[src/rtl/osd_trigger_pulser.sv]
// Multi-channel OSD trigger pulser with a global reset stretcher.
// Each trigger channel emits one fixed-width pulse per synchronised rising edge.
module osd_trigger_pulser #(
    parameter int unsigned       NUM_CH      = 4,
    parameter int unsigned       CNT_W       = 17,
    parameter int unsigned       PULSE_LEN   = 50000,
    parameter int unsigned       RST_LEN     = 65535,
    parameter logic [NUM_CH-1:0] RETRIG_MASK = '0,
    parameter int unsigned       RST_CH      = NUM_CH
) (
    input  logic                  clk_sys,
    input  logic                  reset,
    input  logic [NUM_CH-1:0]     trig_in,
    input  logic                  ext_rst_in,
    output logic [NUM_CH-1:0]     pulse_out,
    output logic [8*NUM_CH-1:0]   edge_cnt,
    output logic                  sys_rst,
    output logic                  sys_rst_n
);

    if (NUM_CH == 0 || NUM_CH > 16) begin : g_bad_num_ch
        $error("osd_trigger_pulser: NUM_CH must be 1..16");
    end
    if (PULSE_LEN == 0 || 64'(PULSE_LEN) > ((64'd1 << CNT_W) - 64'd1)) begin : g_bad_pulse_len
        $error("osd_trigger_pulser: PULSE_LEN must be 1..2^CNT_W-1");
    end
    if (RST_LEN == 0 || 64'(RST_LEN) > ((64'd1 << CNT_W) - 64'd1)) begin : g_bad_rst_len
        $error("osd_trigger_pulser: RST_LEN must be 1..2^CNT_W-1");
    end

    localparam logic [CNT_W-1:0] PULSE_LOAD = CNT_W'(PULSE_LEN - 1);
    localparam logic [CNT_W-1:0] RST_LOAD   = CNT_W'(RST_LEN - 1);

    typedef enum logic {
        CH_IDLE,
        CH_ACTIVE
    } ch_state_t;

    typedef enum logic [1:0] {
        RS_HOLD,
        RS_COUNT,
        RS_RUN
    } rs_state_t;

    // Sync chain presets to ones so a level already high at release is not an edge.
    logic [NUM_CH-1:0] s1, s2, s3;
    logic [NUM_CH-1:0] trig_edge;

    always_ff @(posedge clk_sys) begin
        if (reset) begin
            s1 <= '1;
            s2 <= '1;
            s3 <= '1;
        end else begin
            s1 <= trig_in;
            s2 <= s1;
            s3 <= s2;
        end
    end

    assign trig_edge = s2 & ~s3;

    for (genvar i = 0; i < NUM_CH; i++) begin : g_ch
        localparam bit RETRIG = RETRIG_MASK[i];

        ch_state_t        state_q, state_d;
        logic [CNT_W-1:0] cnt_q, cnt_d;
        logic [7:0]       ecnt_q, ecnt_d;
        logic             pulse_q;

        always_comb begin
            state_d = state_q;
            cnt_d   = cnt_q;
            ecnt_d  = ecnt_q;
            case (state_q)
                CH_IDLE: begin
                    cnt_d = '0;
                    if (trig_edge[i]) begin
                        state_d = CH_ACTIVE;
                        cnt_d   = PULSE_LOAD;
                        ecnt_d  = ecnt_q + 8'd1;
                    end
                end
                CH_ACTIVE: begin
                    if (RETRIG && trig_edge[i]) begin
                        cnt_d  = PULSE_LOAD;
                        ecnt_d = ecnt_q + 8'd1;
                    end else if (cnt_q == '0) begin
                        state_d = CH_IDLE;
                    end else begin
                        cnt_d = cnt_q - CNT_W'(1);
                    end
                end
                default: begin
                    state_d = CH_IDLE;
                    cnt_d   = '0;
                end
            endcase
        end

        // Output is a registered copy of the state, giving the edge-to-pulse latency of three clocks.
        always_ff @(posedge clk_sys) begin
            if (reset) begin
                state_q <= CH_IDLE;
                cnt_q   <= '0;
                ecnt_q  <= '0;
                pulse_q <= 1'b0;
            end else begin
                state_q <= state_d;
                cnt_q   <= cnt_d;
                ecnt_q  <= ecnt_d;
                pulse_q <= (state_q == CH_ACTIVE);
            end
        end

        assign pulse_out[i]         = pulse_q;
        assign edge_cnt[8*i +: 8]   = ecnt_q;
    end

    logic ers1, ers2;

    always_ff @(posedge clk_sys) begin
        if (reset) begin
            ers1 <= 1'b0;
            ers2 <= 1'b0;
        end else begin
            ers1 <= ext_rst_in;
            ers2 <= ers1;
        end
    end

    logic rst_fire;

    if (RST_CH < NUM_CH) begin : g_rst_ch
        logic pulse_prev;

        always_ff @(posedge clk_sys) begin
            if (reset) begin
                pulse_prev <= 1'b0;
            end else begin
                pulse_prev <= pulse_out[RST_CH];
            end
        end

        assign rst_fire = pulse_out[RST_CH] & ~pulse_prev;
    end else begin : g_no_rst_ch
        assign rst_fire = 1'b0;
    end

    rs_state_t        rs_q, rs_d;
    logic [CNT_W-1:0] rcnt_q, rcnt_d;
    logic             rst_cause;

    assign rst_cause = reset | ers2 | rst_fire;

    always_comb begin
        rs_d   = rs_q;
        rcnt_d = rcnt_q;
        if (rst_cause) begin
            rs_d   = RS_HOLD;
            rcnt_d = RST_LOAD;
        end else begin
            case (rs_q)
                RS_HOLD: begin
                    rs_d   = RS_COUNT;
                    rcnt_d = RST_LOAD;
                end
                RS_COUNT: begin
                    if (rcnt_q == '0) begin
                        rs_d = RS_RUN;
                    end else begin
                        rcnt_d = rcnt_q - CNT_W'(1);
                    end
                end
                RS_RUN: begin
                    rcnt_d = '0;
                end
                default: begin
                    rs_d   = RS_HOLD;
                    rcnt_d = RST_LOAD;
                end
            endcase
        end
    end

    // Both reset outputs are registered from the next state so they stay exact complements.
    always_ff @(posedge clk_sys) begin
        if (reset) begin
            rs_q      <= RS_HOLD;
            rcnt_q    <= CNT_W'(RST_LEN);
            sys_rst   <= 1'b1;
            sys_rst_n <= 1'b0;
        end else begin
            rs_q      <= rs_d;
            rcnt_q    <= rcnt_d;
            sys_rst   <= (rs_d != RS_RUN);
            sys_rst_n <= (rs_d == RS_RUN);
        end
    end

endmodule

[config.mk]
export PLATFORM = sky130hd
export DESIGN_NAME = osd_trigger_pulser
export DESIGN_NICKNAME = d
export VERILOG_FILES = /design/src/rtl/osd_trigger_pulser.sv
export SDC_FILE = /design/constraint.sdc
export NUM_CORES = 1
export LEC_CHECK = 0
export CORE_ASPECT_RATIO = 1.5
export CORE_MARGIN = 4
export CORE_UTILIZATION = 55
export DETAILED_ROUTE_END_ITERATION = 10
export GPL_TIMING_DRIVEN = 0
export PLACE_DENSITY = 0.86
export SETUP_SLACK_MARGIN = 0.2
export SYNTH_ARGS = -nofsm -noshare
export SYNTH_HDL_FRONTEND = slang
export SYNTH_SLANG_ARGS = --single-unit
[constraint.sdc]
create_clock -name clk_sys -period 7.52 [get_ports clk_sys]
set_clock_uncertainty 0.05 [all_clocks]
set_input_delay 1.504 -clock clk_sys [delete_from_list [all_inputs] [get_ports clk_sys]]
set_output_delay 1.504 -clock clk_sys [all_outputs]
set_load 0.03 [all_outputs]
# ---- Yosys cells after proc, flatten, opt, wreduce, memory -nomap -nowiden
# Cells that the tools add are included.
dict set report op_classes {
  bitwise 7
  mux 30
  n_addsub 9
  eq_ne 10
  n_reduce_logical 11
}
# cell n
set op_table {}
lappend op_table {{$pmux W17 S2} 5}
lappend op_table {{$logic_not A17 Y1} 5}
lappend op_table {{$mux W17} 5}
lappend op_table {{$sub A17 B1 Y17 const B} 5}
lappend op_table {{$mux W16} 4}
lappend op_table {{$add A8 B1 Y8 const B} 4}
lappend op_table {{$ne A2 B2 Y1 const B} 6}
lappend op_table {{$mux W1} 9}
lappend op_table {{$pmux W1 S2} 4}
lappend op_table {{$reduce_and A2 Y1} 4}
lappend op_table {{$pmux W2 S3} 1}
lappend op_table {{$and A4 B4 Y4} 1}
lappend op_table {{$eq A2 B2 Y1 const B} 2}
lappend op_table {{$mux W2} 2}
lappend op_table {{$not A1 Y1} 4}
lappend op_table {{$not A4 Y4} 1}
lappend op_table {{$ne A3 B3 Y1 const B} 1}
lappend op_table {{$eq A2 B1 Y1 const B} 1}
lappend op_table {{$logic_not A2 Y1} 1}
lappend op_table {{$reduce_or A2 Y1} 1}
lappend op_table {{$or A1 B1 Y1} 1}
dict set report word_totals {
  register_bits 143
  in_bits 7
  out_inout_bits 38
  wordCells 93
}

# ---- Longest topological paths before layout
dict set report logic_depth {
  depth_word 5
  depth_mapped 9
  depth_no_buf 7
}

# ---- Worst setup path before layout
# No wires, ideal clock.
dict set report synth_path {
  path_type {input-to-reg}
  start {input reset}
  end {register rcnt_q[10]}
  arrival_ns 2.434
  n_path_buf 1
  t_required_ns 7.356
  path_stages 4
  setup_ns 0.114
  setup_slack_ns 4.922
  path_cell_list {clkbuf_1 > nor2_1 > o21ai_0 > a21o_1}
}
dict set report synth_via {
  elab_chain_len 2
}
# item line_no
set synth_lines {}
lappend synth_lines {{start: declaration} 12} ;# input logic reset,
lappend synth_lines {{$or A1 B1 Y1} 154} ;# assign rst_cause = reset | ers2 | rst_fire;
lappend synth_lines {{$reduce_or A2 Y1 (no source line) (*)} -}
lappend synth_lines {{end signal: assignment} 190} ;# rcnt_q <= CNT_W'(RST_LEN);
lappend synth_lines {{end signal: assignment} 195} ;# rcnt_q <= rcnt_d;
lappend synth_lines {{end: declaration} 151} ;# logic [CNT_W-1:0] rcnt_q, rcnt_d;
# Every way passes the cells marked *; elsewhere a longest branch is shown, timed or not.
# A chain may end at the register's enable or synchronous reset.

# ---- Worst setup path in the final report
# Ends and elaborated chain as after synthesis.

==> qor.csv <==
stage,metric,value,unit
synth,ys_seq_area_share,44.1,%
power_and_ir_drop,total_power,1.89,mW
layout,fill_cells,888,
synth,synth_edf_count,0,
drt,num_vias,5461,
die,start_util,56.3,%
cts,cts_max_level,4,
layout,final_cell_area,7730,um^2
die,rows,48,
die,core,11500,um^2
cts,clkLatencyLatePin,0.42,ns
setup_path,worstPathMaxFanout,10,
synth,syn_area,6490,um^2
power_and_ir_drop,p_int,1.41,mW
layout,nNetsFinal,823,
cts,cts_buffer_depth,2,
min_path,hp-class,flip-flop to flip-flop,
synth,async_flop_share,0,%
timing,setup_ws,4.13,ns
drt,first_pass_iters,5,
timing,grt_setup_unrepaired,no,
timing,period_minus_slack,3.39,ns
drt,wl,14300,um
timing,finalCritPeriodShare,45.1,%
synth,synth_top_flop_cell,dfxtp_1,
run_status,status,"complete, no violations",
cts,cts_tree,yes,
placement,placed_area,7110,um^2
global_route,grt.total_usage,21.3,%
timing,fin_hold_ws,0.368,ns
setup_path,startpoint_type,input port,
power_and_ir_drop,power_frac_clock,46.2,%
timing,finalSetupTns,0,ns
timing,slew-limit-headroom,35.4,%
placement,place_ws,3.75,ns
setup_path,cp_data_required_time,7.79,ns
global_route,antenna_found_initial,0,
global_route,grt_overflow,0,
timing,slew_viol_final,0,
timing,tightestPinTransition,0.961,ns
setup_path,cp.arrival,3.66,ns
power_and_ir_drop,p_comb_share,11.8,%
power_and_ir_drop,switching_share,25.5,%
cts,cts_resized,0,
cts,cts_root_buf,clkbuf_16,
synth,avgSynthCellArea,8.82,um^2
cts,numCtsBuffers,17,
die,die_area,13600,um^2
layout,drive_above_1_share,8.38,%
synth,syn_inst,735,
global_route,grt_start_max_net_pins,17,
synth,yosysTopAreaCellShare,44.1,%
die,die_y,141,um
timing,finalSetupViolations,0,
global_route,grt_pass1_vias,5507,
timing,fmaxAchievable,295,MHz
cts,path_clk_slew,0.06,ns
synth,yosysUniqueCellTypes,54,
synth,ys_top_cells_by_count,"dfxtp_1 (143), nor2_1 (100), xor2_1 (53)",
drt,viasPerCell,5.68,
power_and_ir_drop,p_seq_share,42.0,%
synth,synthTopCellsByArea,"dfxtp_1 (44%), xor2_1 (7.2%), nor2_1 (5.8%), xnor2_1 (5.1%), ha_1 (3.5%)",
synth,yosys.area.top_type,dfxtp_1,
cts,hold_buffers,0,
placement,port_buffers,44,
drt,ant_nets,0,
global_route,grt_pass1_wl,24300,um
drt,drcViolationCount,0,
cts,cts.sinks,143,
layout,diodes,0,
placement,hpwlAfterDp,9610,um
setup_path,timing_worst_setup_path_type,input port to flip-flop,
drt,wl_per_cell,14.9,um
power_and_ir_drop,ir_worst_vdd,0.173,mV
die,io_pins,45,
layout,syn2layout_area_growth,19.3,%
cts,post_cts_buffers,0,
timing,finalHoldViolations,0,
die,die_w,96.7,um
synth,yosysMostFrequentCell,dfxtp_1,
power_and_ir_drop,p_switching,0.482,mW
drt,drt-initial-drc-count,264,
setup_path,critPathCaptureType,flip-flop,
synth,ys.warnings.count,0,
power_and_ir_drop,leakagePower,2.98,nW
flow_run,drv_cap,0,
power_and_ir_drop,power_density,244,nW/um^2
placement,place_congestion,0.863,
synth,synth-seq-cells,143,
synth,synth_nets,760,
[path summary, 6_finish.rpt]
| path | slack (ns) | from | end | cells past startpoint |
|---|---|---|---|---|
| worst min register to register | 0.37 | s1[1] | s2[1] | 1 |
| worst max register to register | 4.93 | rcnt_q[0] | rcnt_q[6] | 9 |
| worst min-delay path | 0.37 | s1[1] | s2[1] | 1 |
| worst max-delay path | 4.13 | reset | rcnt_q[10] | 5 |
[registers in the layout (all words and copies together) (netlist names)]
| name | flops |
|---|---|
| g_ch.pulse_q | 4 |
| s2 | 4 |
| s1 | 4 |
| ers1 | 1 |
| g_ch.state_q | 4 |
| rs_q | 2 |
| g_ch.cnt_q | 68 |
| rcnt_q | 17 |
| s3 | 4 |
| sys_rst_n | 1 |
| g_ch.ecnt_q | 32 |
| ers2 | 1 |
| sys_rst | 1 |
[power groups by stage]
stage / logic (mW) / clock network (mW) / registers, mW
CTS: 0.222 / 0.882 / 0.792
global placement: 0.213 / 0 / 0.808
detailed placement: 0.217 / 0 / 0.809
global route: 0.248 / 0.910 / 0.795
floorplan: 0.174 / 0 / 0.806
finish: 0.222 / 0.873 / 0.793
[critical path, stage by stage]
cell and delay, ns:
clkdlybuf4s50_1 0.57, clkbuf_1 0.32, nor2_1 0.58, o21ai_0 0.43, a21o_1 0.25
[cells in the final DEF, fill, tap and decap left out, types with 5 or more instances in the layout]
cell,Yosys,routed
a211oi_1,5,5
a21o_1,8,8
a21oi_1,37,37
a31oi_1,5,5
and3_1,6,6
clkbuf_1,28,28
clkbuf_16,0,17
clkdlybuf4s50_1,0,44
clkinv_4,0,5
dfxtp_1,143,143
ha_1,18,18
inv_1,20,20
nand2_1,44,44
nand2b_1,8,8
nand3_1,25,25
nand3b_1,7,7
nand4_1,18,18
nor2_1,100,100
nor2b_1,6,6
nor3_1,29,29
nor3b_1,9,9
nor4_1,16,16
o21ai_0,17,17
or2_2,13,13
or3_1,7,7
or3b_2,7,7
or4_1,13,13
xnor2_1,38,38
xor2_1,53,53
[per-layer routing]
layer,vias to the layer above,share of wire (%),track usage (%)
met5,-,0,0
met4,0,2.2,10.8
met3,36,4.6,5.40
met2,142,53,39.5
met1,2598,40,21.9
li1,2685,-,-
[area by class of cell]
| type | count | area (um^2) | share of cell area, % |
|---|---|---|---|
| multi-input cells | 536 | 3380 | 43.7 |
| flip-flops and latches | 143 | 2860 | 37.0 |
| repair buffers | 44 | 440 | 5.69 |
| clock buffers | 18 | 439 | 5.68 |
| well taps | 150 | 188 | 2.43 |
| clock inverters | 14 | 181 | 2.35 |
| plain buffers | 36 | 166 | 2.15 |
| inverters | 20 | 75.1 | 0.971 |
[through the flow]
stage	utilization [%]	instances
2_1_floorplan	-	735
4_1_cts	67.1	961
3_5_place_dp	61.7	929
6_report	67.1	961
5_1_grt	67.1	961
3_3_place_gp	61.7	929
[cell families after synthesis]
group                    Yosys count  share of synthesized area, %
AO/OA/AOI/OAI                     99                          9.57
buffers and inverters             56                          3.72
adder cells (fa/ha/maj)           18                          3.47
XOR/XNOR                          91                          12.3
multiplexers                       2                         0.309
AND/OR/NAND/NOR                  326                          26.5
flip-flops                       143                          44.1
No activity file was read; power rests on OpenSTA's default activity.
